<file path="src/rtl/elm_mac_accumulator_pkg.sv">
// Shared definitions for the ELM hidden-neuron MAC stage: default widths,
// FSM state encoding and the guard-bit sizing helper.
package elm_mac_accumulator_pkg;

    localparam int DEFAULT_DATA_WIDTH = 8;
    localparam int DEFAULT_ACC_WIDTH  = 16;
    localparam int DEFAULT_VEC_LEN    = 4;

    // FSM state encoding, kept as plain constants so older tools and
    // netlist-level debug see stable binary values.
    localparam logic [1:0] ST_IDLE  = 2'd0;
    localparam logic [1:0] ST_ACCUM = 2'd1;
    localparam logic [1:0] ST_DONE  = 2'd2;

    // Extra integer bits needed to sum n products without overflow.
    function automatic int guard_bits(input int n);
        return $clog2(n);
    endfunction

    // Full internal accumulator width: bias width plus product width plus
    // guard bits, so no intermediate sum can overflow.
    function automatic int sum_width(input int acc_w, input int data_w, input int vec_len);
        return acc_w + 2 * data_w + guard_bits(vec_len);
    endfunction

endpackage

</file>
<file path="src/rtl/elm_sat_shift.sv">
// Arithmetic right shift followed by signed saturation to OUT_WIDTH.
// Purely combinational; shared with the output-layer accumulator.
module elm_sat_shift
    import elm_mac_accumulator_pkg::*;
#(
    parameter int IN_WIDTH  = 34,
    parameter int OUT_WIDTH = DEFAULT_ACC_WIDTH,
    parameter int SHIFT     = 0
) (
    input  logic [IN_WIDTH-1:0]  sum_in,
    output logic [OUT_WIDTH-1:0] sat_out,
    output logic                 sat_flag
);

    logic signed [IN_WIDTH-1:0]   shifted;
    logic [IN_WIDTH-OUT_WIDTH:0]  upper;

    // Shift, then clamp when the bits above the output sign bit disagree.
    always_comb begin
        // NOTE: every output gets a value on every path, so no latch is inferred.
        shifted  = $signed(sum_in) >>> SHIFT;
        upper    = shifted[IN_WIDTH-1:OUT_WIDTH-1];
        sat_flag = !((&upper) || !(|upper));
        if (!sat_flag) begin
            sat_out = shifted[OUT_WIDTH-1:0];
        end else if (shifted[IN_WIDTH-1]) begin
            sat_out = {1'b1, {(OUT_WIDTH-1){1'b0}}};
        end else begin
            sat_out = {1'b0, {(OUT_WIDTH-1){1'b1}}};
        end
    end

endmodule

</file>
<file path="src/rtl/elm_mac_accumulator.sv">
// ELM hidden-neuron dot product: bias + sum(x*w) over VEC_LEN beats,
// shifted and saturated to ACC_WIDTH, presented with a one-cycle load strobe
// for the downstream accumulator register.
module elm_mac_accumulator
    import elm_mac_accumulator_pkg::*;
#(
    parameter int DATA_WIDTH = DEFAULT_DATA_WIDTH,
    parameter int ACC_WIDTH  = DEFAULT_ACC_WIDTH,
    parameter int VEC_LEN    = DEFAULT_VEC_LEN,
    parameter int FRAC_SHIFT = 0
) (
    input  logic                  clk,
    input  logic                  rst,
    input  logic                  start,
    input  logic [ACC_WIDTH-1:0]  bias_in,
    input  logic                  in_valid,
    output logic                  in_ready,
    input  logic [DATA_WIDTH-1:0] x_in,
    input  logic [DATA_WIDTH-1:0] w_in,
    output logic [ACC_WIDTH-1:0]  acc_out,
    output logic                  load_out,
    output logic                  sat_flag,
    output logic                  busy
);

    localparam int SUM_WIDTH  = sum_width(ACC_WIDTH, DATA_WIDTH, VEC_LEN);
    localparam int PROD_WIDTH = 2 * DATA_WIDTH;
    localparam int CNT_WIDTH  = guard_bits(VEC_LEN);
    localparam logic [CNT_WIDTH-1:0] LAST_BEAT = CNT_WIDTH'(VEC_LEN - 1);

    logic [1:0]                   state;
    logic [SUM_WIDTH-1:0]         acc;
    logic [CNT_WIDTH-1:0]         cnt;
    logic signed [PROD_WIDTH-1:0] product;
    logic [SUM_WIDTH-1:0]         bias_ext;
    logic [SUM_WIDTH-1:0]         product_ext;
    logic [SUM_WIDTH-1:0]         next_sum;
    logic                         beat;
    logic                         last_beat;
    logic [ACC_WIDTH-1:0]         sat_value;
    logic                         sat_hit;

    assign product     = $signed(x_in) * $signed(w_in);
    assign bias_ext    = {{(SUM_WIDTH-ACC_WIDTH){bias_in[ACC_WIDTH-1]}}, bias_in};
    assign product_ext = {{(SUM_WIDTH-PROD_WIDTH){product[PROD_WIDTH-1]}}, product};
    assign next_sum    = acc + product_ext;

    assign beat      = (state == ST_ACCUM) && in_valid;
    assign last_beat = beat && (cnt == LAST_BEAT);

    assign in_ready = (state == ST_ACCUM);
    assign load_out = (state == ST_DONE);
    assign busy     = (state != ST_IDLE);

    // The sum including the final beat is narrowed here so the result can be
    // registered on the same edge that accepts that beat.
    elm_sat_shift #(
        .IN_WIDTH  (SUM_WIDTH),
        .OUT_WIDTH (ACC_WIDTH),
        .SHIFT     (FRAC_SHIFT)
    ) u_sat_shift (
        .sum_in   (next_sum),
        .sat_out  (sat_value),
        .sat_flag (sat_hit)
    );

    // Control FSM with the running sum and beat counter.
    always_ff @(posedge clk) begin
        // NOTE: sequential state uses non-blocking assignments so every
        // register samples the pre-edge values of its inputs.
        if (rst) begin
            // NOTE: the running sum is cleared as well so an aborted
            // operation never leaves a partial sum behind.
            state <= ST_IDLE;
            acc   <= '0;
            cnt   <= '0;
        end else begin
            case (state)
                ST_IDLE: begin
                    if (start) begin
                        acc   <= bias_ext;
                        cnt   <= '0;
                        state <= ST_ACCUM;
                    end
                end
                ST_ACCUM: begin
                    if (beat) begin
                        acc <= next_sum;
                        if (last_beat) begin
                            cnt   <= '0;
                            state <= ST_DONE;
                        end else begin
                            cnt <= cnt + CNT_WIDTH'(1);
                        end
                    end
                end
                ST_DONE: begin
                    state <= ST_IDLE;
                end
                default: begin
                    state <= ST_IDLE;
                end
            endcase
        end
    end

    // Result register: captured on the final beat, held until the next one.
    always_ff @(posedge clk) begin
        if (rst) begin
            acc_out  <= '0;
            sat_flag <= 1'b0;
        end else if (last_beat) begin
            acc_out  <= sat_value;
            sat_flag <= sat_hit;
        end
    end

endmodule

</file>
<file path="config.mk">
export PLATFORM = sky130hd
export DESIGN_NAME = elm_mac_accumulator
export DESIGN_NICKNAME = d
export VERILOG_FILES = /design/src/rtl/elm_mac_accumulator_pkg.sv /design/src/rtl/elm_sat_shift.sv /design/src/rtl/elm_mac_accumulator.sv
export SDC_FILE = /design/constraint.sdc
export NUM_CORES = 1
export LEC_CHECK = 0
export ABC_AREA = 1
export CORE_MARGIN = 4
export CORE_UTILIZATION = 55
export DETAILED_ROUTE_END_ITERATION = 10
export GPL_ROUTABILITY_DRIVEN = 0
export PLACE_DENSITY = 0.81
export SKIP_LAST_GASP = 1
export SYNTH_ARGS = -nofsm -noshare
export SYNTH_HDL_FRONTEND = slang
export SYNTH_SLANG_ARGS = --single-unit
</file>
<file path="constraint.sdc">
create_clock -name clk -period 6.06 [get_ports clk]
set_input_delay 0.606 -clock clk [delete_from_list [all_inputs] [get_ports clk]]
set_output_delay 0.606 -clock clk [all_outputs]
set_load 0.03 [all_outputs]
</file>
==> impl_results.md <==
- Clock latency on the worst-skew pair: between 300 and 400 ps
- Die X: ~130 µm
- CP most frequent cell: nand2_1
- Post-Place Worst Slack: -1280 ps
- Dpl hpwl: ~19000 µm
- Routed len/inst: ~18 µm
- DIE AREA: roughly 17000 µm²
- Area growth syn-to-layout: 41.0%
- Status: finished with violations
- Largest net degree at the start of global routing: 45
- Antenna-violating nets left: 0
- Hold Path Class: flip-flop to flip-flop
- Clock slew seen by the registers of the worst setup and hold paths: roughly 80 ps
- Worst slew pin tran: ~1300 ps
- Initial DRC Count: around 1.4k
- Crit path required time: around 6300 ps
- Sinks on Clock Net: 55
- Vias/cell: 5.89
- CTS tree: built
- DP Cell Count: approximately 1.7k
- CTS Buf Count: 5
- CTS Hold Bufs: 0
- Minimum clock period: around 7000 ps
- Crit. Startpoint: w_in[5]
- Max Slew Vio Count: 0
- Synthesized area per cell: between 5 and 6 µm²
- Post-synthesis cell type count: 35
- Slowest cell on crit path: fa_1
- Ranking of synthesized cells by area: nand2_1 (21%), inv_1 (15%), fa_1 (14%)
- Post-Syn Nets: ~1.5k
- CTS max path bufs: 2
- Congestion Overflow GR: 0
- CP endpoint kind: flip-flop
- H-tree levels: 2
- Max incr delay on CP: roughly 560 ps
- Ant diodes: 0
- Max-cap violations: 0
- Fillers: ~830
- Largest area contributor in the netlist: nand2_1
- Initial antenna violation count: 0
- Fin crit share: 115%
- Critical Path Source Type: input pin
- Synth async-reset ratio: 0%
- Yosys reg bits: between 50 and 60
- Fin cells: between 1.5k and 2k
- Final WS setup: -917 ps
- Global-route wire length before repair: ~41000 µm
- Vias in the first global route: 8994
- Port bufs: 55
- # IOs: 56
- Slew margin rel.: 12.0%
- Setup violators final: 22
- DRC: 0
- Gate Count Post-Synth: between 1k and 1.5k
- Final net count: 1691
- Syn. warnings: 0
- Synth top area share: 21.3%
- Clock root buffer: clkbuf_16
- Layout cells sized above 1: 29.5%
- Worst Path Arrival: slightly above 7000 ps
- Vias: around 10k
- Hold path start: cnt[1]$_SDFFE_PP0P_
- Ys flop type: dfxtp_1
- EDFF count, synth: 0
- First-pass DRT Iterations: 9
- Syn Std Cell Area: approximately 8000 µm²
- Worst Path Max Fanout: 8
- RSZ-0062 raised after global routing: true
- Total track usage: 30.0%
- Routed WL: about 31000 µm
- FF-to-FF Start: state[0]$_SDFFE_PP0P_
- Failing checks: negative setup slack
- Post-synthesis sequential area ratio: between 10% and 20%
- Starting Density: 57.0%
- Fin. Hold Viols: 0
- Final setup skew: 7.40 ps
- Total core area: between 10000 and 15000 µm²
- Die Span Y: approximately 130 µm
- Kind of critical path: input pin to flip-flop
- Core Rows: 43
- Maximum operating frequency: around 140 MHz
-- cell type report --
type	instances	area, µm²	area share (%)
well taps	180	225	1.99
flip-flops and latches	55	1100	9.73
clock inverters	3	27.5	0.243
clock buffers	5	125	1.11
repair buffers	214	1790	15.8
inverters	322	1210	10.7
multi-input cells	937	6840	60.4
-- state kept, by name (all words and copies together), names as in the netlist --
name / cells
acc_out: 16
sat_flag: 1
state: 2
cnt: 2
acc: 34
-- per-layer routing --
layer  share of wire [%]  wire (µm)  vias to the layer above  GRT usage, %
li1                    -          -                     4420             -
met5                   0          0                        -             0
met3                  11       3460                      294          4.94
met2                  45      14000                      856          50.7
met4                 8.9       2760                        0          14.0
met1                  35      10900                     4534          37.5
-- cells in the mapped netlist (all sizes together), types with 10 or more instances --
| cell type | count |
|---|---|
| ha | 64 |
| dfxtp | 55 |
| inv | 322 |
| xor2 | 10 |
| nand3 | 93 |
| xnor2 | 15 |
| a21oi | 67 |
| o21ai | 35 |
| nor2 | 85 |
| fa | 56 |
| clkbuf | 31 |
| nand2 | 462 |
-- repair_timing --
action,CTS,global route
gates resized for setup,170,158
gates cloned,4,1
buffers inserted,16,7
endpoints found under the setup margin,39,35
pin swaps,53,80
-- worst max-delay path: cells and delay by family --
kind	cells	cell delay [ps]
adders and majority gates	6	2720
and+or+nand+nor	22	2710
buffers and inverters	8	800
AOI/OAI and AO/OA	2	380
-- kinds of logic after synthesis --
kind of cell               after synthesis  synth area share (%)
AOI/OAI and AO/OA                      122                  8.09
xor gates and xnor gates                25                  2.73
adders and majority gates              120                  23.9
buffers and inverters                  358                  17.1
DFF                                     55                  13.7
and+or+nand+nor                        665                  34.4
-- path summary, 6_finish.rpt --
kind              depth (start not counted)                       end  slack, ps
setup / recovery                         38  acc_out[12]$_SDFFE_PP0P_       -920
hold reg to reg                           2       cnt[1]$_SDFFE_PP0P_        470
hold / removal                            2       cnt[1]$_SDFFE_PP0P_        470
setup reg to reg                          8       acc[5]$_SDFFE_PP0P_       2190
-- layout by cell type (no fill, tap or decap), types with 32 or more instances in the layout --
cell	count
nand2_1	381
inv_1	288
buf_4	153
nand2_2	67
dfxtp_1	55
fa_1	54
nand3_1	50
a21oi_1	47
nor2_1	43
clkdlybuf4s50_1	39
ha_1	37
nand3_2	34
o21ai_0	33
inv_2	32
-- metrics by stage --
stage	TNS (ps)	hold WS (ps)	cell area [µm²]	utilization, %
6_report	-14260	474	11300	80.3
5_1_grt	-19660	505	11300	80.3
4_1_cts	-4320	475	10600	75.5
3_5_place_dp	-32200	463	10000	71.2
3_3_place_gp	-26680	455	10000	71.2
2_1_floorplan	-2670	445	8430	-
Power is left out: the tool's default activity adds up to more than one toggle a clock period on the data nets, which glitch-free logic cannot reach.
